<file path="src/rtl/sram_rd_pipe.sv">
// Read output stage: registers read data and a one-cycle valid strobe; Q holds between reads.
// Latency: READ_LAT=1 registers at the access edge, READ_LAT=2 adds one extra stage.
// Backpressure: none; accepts one read per cycle, fully pipelined.
module sram_rd_pipe #(
    parameter int unsigned WIDTH    = 64,
    parameter int unsigned READ_LAT = 1
) (
    input  logic             CLK,
    input  logic             RSTB,
    input  logic             rd_vld,
    input  logic [WIDTH-1:0] rd_dat,
    output logic [WIDTH-1:0] q_dat,
    output logic             q_vld
);

    logic             st_vld;
    logic [WIDTH-1:0] st_dat;

    generate
        if (READ_LAT == 2) begin : g_lat2
            logic             s1_vld;
            logic [WIDTH-1:0] s1_dat;

            // Extra stage; reset drops any in-flight read so it never emerges after release
            always_ff @(posedge CLK or negedge RSTB) begin
                if (!RSTB) begin
                    s1_vld <= 1'b0;
                    s1_dat <= '0;
                end else begin
                    s1_vld <= rd_vld;
                    if (rd_vld) begin
                        s1_dat <= rd_dat;
                    end
                end
            end

            assign st_vld = s1_vld;
            assign st_dat = s1_dat;
        end else begin : g_lat1
            assign st_vld = rd_vld;
            assign st_dat = rd_dat;
        end
    endgenerate

    // Final output register: valid pulses per completed read, data holds otherwise
    always_ff @(posedge CLK or negedge RSTB) begin
        if (!RSTB) begin
            q_vld <= 1'b0;
            q_dat <= '0;
        end else begin
            q_vld <= st_vld;
            if (st_vld) begin
                q_dat <= st_dat;
            end
        end
    end

endmodule

</file>
<file path="config.mk">
export PLATFORM = sky130hd
export DESIGN_NAME = sram_rd_pipe
export DESIGN_NICKNAME = d
export VERILOG_FILES = /design/src/rtl/sram_rd_pipe.sv
export SDC_FILE = /design/constraint.sdc
export NUM_CORES = 1
export LEC_CHECK = 0
export BUFFER_PORTS_ARGS = -buffer_cell sky130_fd_sc_hd__buf_2
export CORE_ASPECT_RATIO = 1.1
export CORE_UTILIZATION = 35
export DETAILED_ROUTE_END_ITERATION = 12
export GPL_ROUTABILITY_DRIVEN = 0
export PLACE_DENSITY = 0.66
export SLEW_MARGIN = 5
export SYNTH_ARGS = -nofsm -noshare
export SYNTH_HDL_FRONTEND = slang
export SYNTH_SLANG_ARGS = --single-unit
</file>
<file path="constraint.sdc">
create_clock -name CLK -period 1 [get_ports CLK]
set_input_delay 0.1 -clock CLK [delete_from_list [all_inputs] [get_ports CLK]]
set_output_delay 0.1 -clock CLK [all_outputs]
set_load 0.1 [all_outputs]
</file>
=== After elaboration in Yosys (flattened, before gate mapping) ===
Index checks and enable logic that the tools add are counted.

* Logic and storage cells: 2
* Flip-flop bits (word level): 65
* Input port bits: 67

=== Logic depth before layout (Yosys ltp) ===
Gate-level depths: netlist (run 1).

* Depth in word-level cells: 0
* Depth in mapped cells: 3
* Depth with buffers taken out: 1

=== Least setup slack after synthesis (run 1) ===
OpenSTA, ideal clock, no wires.

* Path type: register -> register
* Start point: reg, netlist name q_dat[10]
* End point: reg q_dat[10]
* Stages on the path, launching flop included: 2
* Data arrival time: 1.132 ns
* Slack: -0.258 ns
* Required time: 0.874 ns
* Path buffers: 0
* Cell sequence: dfrtp_1 mux2_4

{| class="wikitable"
|+ RTL lines
! what !! RTL line !! text
|-
| end signal: assignment || 53 || <nowiki>q_dat <= st_dat;</nowiki>
|-
| end: declaration || 12 || <nowiki>output logic [WIDTH-1:0] q_dat,</nowiki>
|}

=== Worst setup path in the final report (run 1) ===
* Start point: reg q_dat[6]
* End point: out q_dat[6]

No word-level cell between the ends.

==> results of run 1 <==
sequential cells by signal (all words and copies together), names as in the netlist:
name,count
q_dat,64
q_vld,1
path summary, 6_finish.rpt:
kind	startpoint	to	slack (ns)	depth (start not counted)
worst min register to register	q_dat[10]	q_dat[10]	0.57	1
min in group asynchronous	RSTB	q_dat[18]	0.27	3
worst max register to register	q_dat[61]	q_dat[61]	0	2
worst min-delay path	rd_dat[26]	q_dat[26]	0.008	2
worst max-delay path	q_dat[6]	q_dat[6]	-0.12	1
max in group asynchronous	RSTB	q_dat[54]	0.44	3
area by class of cell:
type | count | area, um2 | share of cell area, %
Clock buffer | 10 | 138 | 2.43
Clock inverter | 6 | 66.3 | 1.17
Multi-Input combinational cell | 64 | 950 | 16.8
Sequential cell | 65 | 1860 | 32.9
Tap cell | 105 | 131 | 2.32
Timing Repair Buffer | 214 | 2520 | 44.4
placed cells by master, fill, tap and decap left out:
master,synthesis,final
buf_12,6,69
bufinv_16,0,1
buf_4,0,3
inv_6,0,1
dfrtp_1,65,1
dfrtp_2,0,1
buf_2,0,65
buf_6,1,13
mux2_2,4,3
clkbuf_8,0,10
dfrtp_4,0,63
mux2_4,60,61
clkinv_4,0,2
dlygate4sd3_1,0,64
clkinv_2,0,2
kinds of logic (layout without fill, tap and decap cells):
family	Yosys count	in the layout	share of synthesized area, %
muxes	64	64	35.0
buffers and inverters	7	230	4.86
DFF	65	65	60.2
per-layer routing:
layer,up-vias,wire (um)
met5,-,0
met4,0,217
met3,16,273
met2,68,4080
met1,1008,2840
li1,908,-
power by group through the flow:
stage	clock [mW]	sequential (mW)	combinational (mW)
6_report	2.30	3.37	4.17
3_3_place_gp	0	3.41	3.84
5_1_grt	2.48	3.41	4.29
3_5_place_dp	0	3.42	3.87
2_1_floorplan	0	5.22	0.526
4_1_cts	2.36	3.36	4.12
timing repair:
| action | 4_1_cts | 5_1_grt |
|---|---|---|
| buffers inserted | 8 | 5 |
| endpoints found under the setup margin | 65 | 73 |
| gates resized for setup | 1 | 13 |
| hold buffers | 63 | 1 |
| pin swaps | 0 | 0 |
| endpoints found under the hold margin | 127 | 1 |
==> impl_metrics.yaml, run 1 <==
min_path:
  hold_class: "in2reg"
worst_setup_path:
  slowest_delay_ns: 0.51
  path_buf_inv: 1
  cp-start-kind: "flip-flop"
  path_class: "reg2out"
  cp-end-kind: "primary output"
  crit_required_ns: 0.90
  crit_chain: "buf_12"
  arrival_ns: 1.02
  cp_max_fo: 2
  cp_slowest_cell: "dfrtp_4"
  critPathTopFamily: "flip-flops"
synth:
  synthTopCellsByCount: "65 x dfrtp_1, 60 x mux2_4, 6 x buf_12"
  ys_warn_count: 0
  yosys-top-cells-area: "dfrtp_1 60%, mux2_4 33%, buf_12 4.4%"
  syn_inst: 136
  synth.most_common_cell: "dfrtp_1"
  yosysSeqAreaShare_pct: 60.2
  synth_area_um2: 2700
  synth_top_cell_area_share_pct: 60.2
  synth_edf_count: 0
  syn-num-nets: 203
  synth_ff_type: "dfrtp_1"
  ys_types: 5
  synth-async-reset-ratio_pct: 100
  ys_ff_latch: 65
  avgSynthCellArea_um2: 19.9
  synth_top_cell_by_area: "dfrtp_1"
global_route:
  use_met1_pct: 22.7
  grt_max_degree: 48
  grt-ovfl-total: 0
  antenna_found_initial: 0
  grt_pass1_vias: 2286
  grtUsageMet2_pct: 34.5
  top_usage_layer: "met2"
  grt_first_pass_wirelength_um: 11800
  use_met3_pct: 4.66
  grtUsageTotal_pct: 19.7
outcome:
  outcome: "finished with violations"
  violations: "negative setup slack"
detailed_routing:
  via_per_inst: 4.31
  postRouteWirelength_um: 7400
  wire_per_inst_um: 16.0
  drt_iter0_drc: 43
  vias: 2000
  ant_nets: 0
  drt_pre_antenna_iters: 2
  drc_errors: 0
floorplanning:
  start_util_pct: 36.2
  die_w_um: 85.8
  die-area_um2: 8080
  fp-row-count: 33
  die-height_um: 94.2
  coreArea_um2: 7470
  ios: 132
power:
  leakage_nw: 2.58
  power_per_cell_area_nw_per_um2: 1740
  switching_share_pct: 38.5
  seq_power_share_pct: 34.3
  comb_power_share_pct: 42.4
  vdd_drop_max_v: 0.00125
  power_mw: 9.85
  p_clk_share_pct: 23.4
  p_int_mw: 6.05
  switchingPower_mw: 3.79
timing:
  drv_slew: 0
  worst_pin_slew_ns: 0.265
  tns_ns: -6.78
  hold_viol: 0
  rsz0062_at_grt: "yes"
  fin_skew_ns: 0
  slew_headroom_pct: 82.3
  fin_hold_ws_ns: 0.00784
  fin_ws_ns: -0.123
  period_needed_ns: 1.12
  clock.fmax_mhz: 890
  setup_violations: 65
  finalCritPeriodShare_pct: 112
final_layout:
  fin_area_um2: 5670
  nNetsFinal: 421
  fillCellCount: 457
  layout.cells.non_filler: 464
  syn_to_final_growth_pct: 110
  num_antenna_cells: 0
  post-route-util_pct: 75.8
  drive_gt1_share_pct: 81.9
clock_network:
  path_clk_slew_ns: 0.08
  cts_tree: "done"
  cts-root-buf: "clkbuf_8"
  clk_latency_ns: 0.33
  h-tree-depth: 3
  cts_num_sinks: 65
  cts.path.max_buffers: 2
  cts_buffers: 9
placed_design:
  dp_hpwl_um: 4720
  postPlaceCellArea_um2: 4670
  io_buffers: 131
  dp_slack_ns: 0.0384
  place_inst: 371
run:
  maxCapViolations: 0
(Power assumes the default switching activity.)
==> inputs of run 2 (changes only) <==
- CELL_PAD_IN_SITES_DETAIL_PLACEMENT: not set -> 1
- CELL_PAD_IN_SITES_GLOBAL_PLACEMENT: not set -> 1
- PLACE_DENSITY: 0.66 -> 0.78
==> impl_metrics.yaml, run 2 (same netlist as run 1, synthesis figures left out) <==
outcome:
  outcome: "finished with violations"
  violations: "negative setup slack"
worst_setup_path:
  critPathTopFamily: "flip-flops"
  crit_chain: "buf_12"
  cp_slowest_cell: "dfrtp_4"
  path_class: "reg2out"
  path_buf_inv: 1
  cp_max_fo: 2
  cp-start-kind: "flip-flop"
  crit_required_ns: 0.90
  cp-end-kind: "primary output"
  arrival_ns: 1.05
  slowest_delay_ns: 0.52
detailed_routing:
  wire_per_inst_um: 25.7
  drt_iter0_drc: 58
  ant_nets: 0
  postRouteWirelength_um: 12100
  drc_errors: 0
  via_per_inst: 4.68
  vias: 2196
  drt_pre_antenna_iters: 4
power:
  switchingPower_mw: 4.08
  leakage_nw: 2.59
  vdd_drop_max_v: 0.000923
  seq_power_share_pct: 33.9
  comb_power_share_pct: 42.6
  p_int_mw: 6.07
  switching_share_pct: 40.2
  power_per_cell_area_nw_per_um2: 1780
  power_mw: 10.2
  p_clk_share_pct: 23.5
timing:
  slew_headroom_pct: 72.1
  setup_violations: 78
  fin_skew_ns: 0
  fin_ws_ns: -0.150
  clock.fmax_mhz: 869
  finalCritPeriodShare_pct: 115
  period_needed_ns: 1.15
  tns_ns: -8.20
  hold_viol: 0
  drv_slew: 0
  worst_pin_slew_ns: 0.419
  rsz0062_at_grt: "yes"
final_layout:
  fillCellCount: 595
  nNetsFinal: 425
  mostFrequentLayoutCells: "69 x buf_12, 65 x buf_2, 63 x dfrtp_4, 61 x dlygate4sd3_1, 60 x mux2_4"
  drive_gt1_share_pct: 82.6
  post-route-util_pct: 76.2
  final_common_cell: "buf_12"
  regMostFlops: "q_dat"
  syn_to_final_growth_pct: 111
  largest_reg_flops: 64
  reg.largest.list: "q_dat: 64 flops, q_vld: 1 flops"
clock_network:
  cts.path.max_buffers: 2
  cts_num_sinks: 65
  cts-root-buf: "clkbuf_8"
  h-tree-depth: 3
  cts_buffers: 9
  path_clk_slew_ns: 0.08
  clk_latency_ns: 0.34
  cts_tree: "done"
global_route:
  antenna_found_initial: 1
  grtUsageTotal_pct: 26.0
  grt-ovfl-total: 0
  grt_pass1_vias: 2514
  grt_first_pass_wirelength_um: 15000
  grt_max_degree: 36
floorplanning:
  coreArea_um2: 7470
  fp-row-count: 33
  ios: 132
  die_w_um: 85.8
  die-height_um: 94.2
  die-area_um2: 8080
  start_util_pct: 36.2
placed_design:
  dp_hpwl_um: 5530
  io_buffers: 131
run:
  maxCapViolations: 0
min_path:
  hold_class: "in2reg"
-- run 2: timing repair --
item                                    CTS  global route
hold buffers                             61             0
gates resized for setup                   4            13
endpoints found under the hold margin   125             0
endpoints found under the setup margin   65            74
setup buffers                            10             9
-- run 2: worst paths after layout --
path                            startpoint   endpoint  slack, ns  depth (start not counted)
worst min register to register   q_dat[54]  q_dat[54]       0.60                          1
worst min-delay path            rd_dat[36]  q_dat[36]       0.01                          2
worst max-delay path             q_dat[21]  q_dat[21]      -0.15                          1
max in group asynchronous             RSTB  q_dat[62]       0.24                          3
min in group asynchronous             RSTB  q_dat[48]       0.30                          3
worst max register to register   q_dat[44]  q_dat[44]      -0.04                          2
-- run 2: per-layer routing --
metal / up-vias / GRT usage, % / wire length (um)
li1: 915 / - / -
met4: 0 / 7.64 / 294
met3: 20 / 7.73 / 810
met1: 1150 / 27.7 / 4320
met5: - / 0 / 0
met2: 111 / 49.1 / 6650
-- run 2: metrics by stage --
| stage | area (um2) | hold WS (ns) | std cells | setup slack [ns] |
|---|---|---|---|---|
| CTS | 5580 | 0.00376 | 459 | -0.145 |
| finish | 5690 | 0.0118 | 469 | -0.150 |
| global placement | 4680 | 0.0871 | 372 | 0.0597 |
| global route | 5690 | 0.00158 | 469 | -0.171 |
| detailed placement | 4680 | 0.0900 | 372 | 0.0274 |
| floorplan | 2940 | -0.196 | 136 | -0.0419 |
-- run 2: final cells by class --
cell class	count	area [um2]	share of cell area [%]
sequential	65	1860	32.7
clock buffer	11	141	2.48
tap	105	131	2.31
clock inverter	5	55.1	0.967
antenna	1	2.50	0.0439
multi-input combinational	64	946	16.6
timing repair buffer	218	2550	44.8
-- run 2: power groups by stage --
stage	clock, mW	sequential (mW)	combinational, mW
floorplan	0	5.22	0.526
global placement	0	3.41	3.84
detailed placement	0	3.43	3.90
CTS	2.31	3.38	4.16
global route	2.52	3.46	4.41
finish	2.38	3.44	4.33
==> inputs of run 3 (changes only) <==
- PLACE_DENSITY: 0.78 -> 0.73
==> impl_metrics.yaml, run 3 (same netlist as run 1, synthesis figures left out) <==
outcome:
  outcome: "finished with violations"
  violations: "negative hold slack, negative setup slack"
final_layout:
  largest_reg_flops: 64
  syn_to_final_growth_pct: 108
  fillCellCount: 585
  num_antenna_cells: 0
  reg.largest.list: "q_dat: 64 flops, q_vld: 1 flops"
  nNetsFinal: 420
  drive_gt1_share_pct: 83.7
  mostFrequentLayoutCells: "69 x buf_12, 65 x buf_2, 63 x dfrtp_4, 61 x mux2_4, 56 x dlygate4sd3_1"
  regMostFlops: "q_dat"
  final_common_cell: "buf_12"
timing:
  drv_slew: 0
  period_needed_ns: 1.15
  finalCritPeriodShare_pct: 115
  clock.fmax_mhz: 867
  rsz0062_at_grt: "yes"
  setup_violations: 74
  fin_skew_ns: 0
  tns_ns: -8.08
  hold_viol: 1
  fin_hold_ws_ns: -0.00924
  worst_pin_slew_ns: 0.269
  slew_headroom_pct: 82.1
  fin_ws_ns: -0.154
global_route:
  grtUsageTotal_pct: 25.9
  antenna_found_initial: 0
  grt_pass1_vias: 2530
  grt_max_degree: 48
  grt-ovfl-total: 0
  use_met3_pct: 7.03
  grtUsageMet2_pct: 48.3
  grt_first_pass_wirelength_um: 14800
  top_usage_layer: "met2"
  use_met1_pct: 28.1
min_path:
  hold_path_depth: 2
  hold_class: "in2reg"
detailed_routing:
  drt_pre_antenna_iters: 4
  postRouteWirelength_um: 12100
  ant_nets: 0
  vias: 2130
  via_per_inst: 4.63
  wire_per_inst_um: 26.3
  drt_iter0_drc: 60
  drc_errors: 0
worst_setup_path:
  arrival_ns: 1.05
  reg2reg_from: "q_dat[58]"
  cp-end-kind: "primary output"
  critPathTopFamily: "flip-flops"
  crit_required_ns: 0.90
  path_class: "reg2out"
  cp-startpoint: "q_dat[45]"
  r2r_slack_ns: -0.02
  cp-endpoint: "q_dat[45]"
  crit_chain: "buf_12"
  cp-start-kind: "flip-flop"
  worst-path-stages: 1
  cp_slowest_cell: "dfrtp_4"
  r2r_cells: 2
  rr_endpoint: "q_dat[58]"
  path_buf_inv: 1
  slowest_delay_ns: 0.51
  cp_max_fo: 2
power:
  p_int_mw: 5.93
  comb_power_share_pct: 43.8
  p_clk_share_pct: 21.5
  vdd_drop_max_v: 0.000824
  leakage_nw: 2.57
  switchingPower_mw: 3.96
  seq_power_share_pct: 34.7
  power_per_cell_area_nw_per_um2: 1760
  switching_share_pct: 40.1
floorplanning:
  coreArea_um2: 7470
  ios: 132
  fp-row-count: 33
  die-area_um2: 8080
  die_w_um: 85.8
  die-height_um: 94.2
  start_util_pct: 36.2
clock_network:
  cts-root-buf: "clkbuf_8"
  cts_buffers: 9
  cts.path.max_buffers: 2
  cts_tree: "done"
  clk_latency_ns: 0.34
  cts_num_sinks: 65
  h-tree-depth: 3
  path_clk_slew_ns: 0.09
placed_design:
  dp_slack_ns: 0.0489
  dp_hpwl_um: 5530
  io_buffers: 131
run:
  maxCapViolations: 0
==> run 3: power by group through the flow <==
stage | Combinational, mW | Sequential [mW] | Clock (mW)
after floorplan | 0.526 | 5.22 | 0
after global placement | 3.84 | 3.40 | 0
after detailed placement | 3.89 | 3.43 | 0
after CTS | 4.15 | 3.37 | 2.07
after global routing | 4.41 | 3.46 | 2.27
final | 4.33 | 3.43 | 2.13
==> run 3: routing by layer <==
| layer | part of all wire (%) | up-vias |
|---|---|---|
| met5 | 0 | - |
| li1 | - | 901 |
| met3 | 5.0 | 31 |
| met1 | 36 | 1105 |
| met2 | 56 | 93 |
| met4 | 3.5 | 0 |
==> run 3: area by class of cell <==
| type | count | area, um2 | area share, % |
|---|---|---|---|
| sequential | 65 | 1860 | 33.1 |
| multi-input combinational | 64 | 950 | 16.9 |
| clock buffer | 13 | 169 | 3.00 |
| timing repair buffer | 213 | 2510 | 44.7 |
| tap | 105 | 131 | 2.33 |
==> run 3: how the worst min path moves through the flow <==
stage                    start  slack [ns]        end
floorplan                 RSTB       -0.20  q_dat[10]
global placement          RSTB        0.11  q_dat[30]
detailed placement        RSTB        0.12  q_dat[26]
CTS                 rd_dat[50]       0.001  q_dat[50]
global route        rd_dat[46]       -0.02  q_dat[46]
finish              rd_dat[46]      -0.009  q_dat[46]
==> run 3: metrics by stage <==
stage          area, um2  power, mW  instances  hold WS, ns  util (%)
6_report            5630       9.89        460     -0.00924      75.3
4_1_cts             5500       9.60        452      0.00103      73.6
5_1_grt             5630       10.1        460      -0.0169      75.3
2_1_floorplan       2940       5.75        136       -0.196         -
3_3_place_gp        4670       7.24        371        0.113      62.5
3_5_place_dp        4670       7.32        371        0.124      62.5
==> run 3: timing repair <==
action / in CTS / in global routing
endpoints found under the setup margin: 65 / 77
setup buffers: 12 / 8
resized for setup: 2 / 19
hold endpoints to repair: 120 / 0
hold buffers: 56 / 0
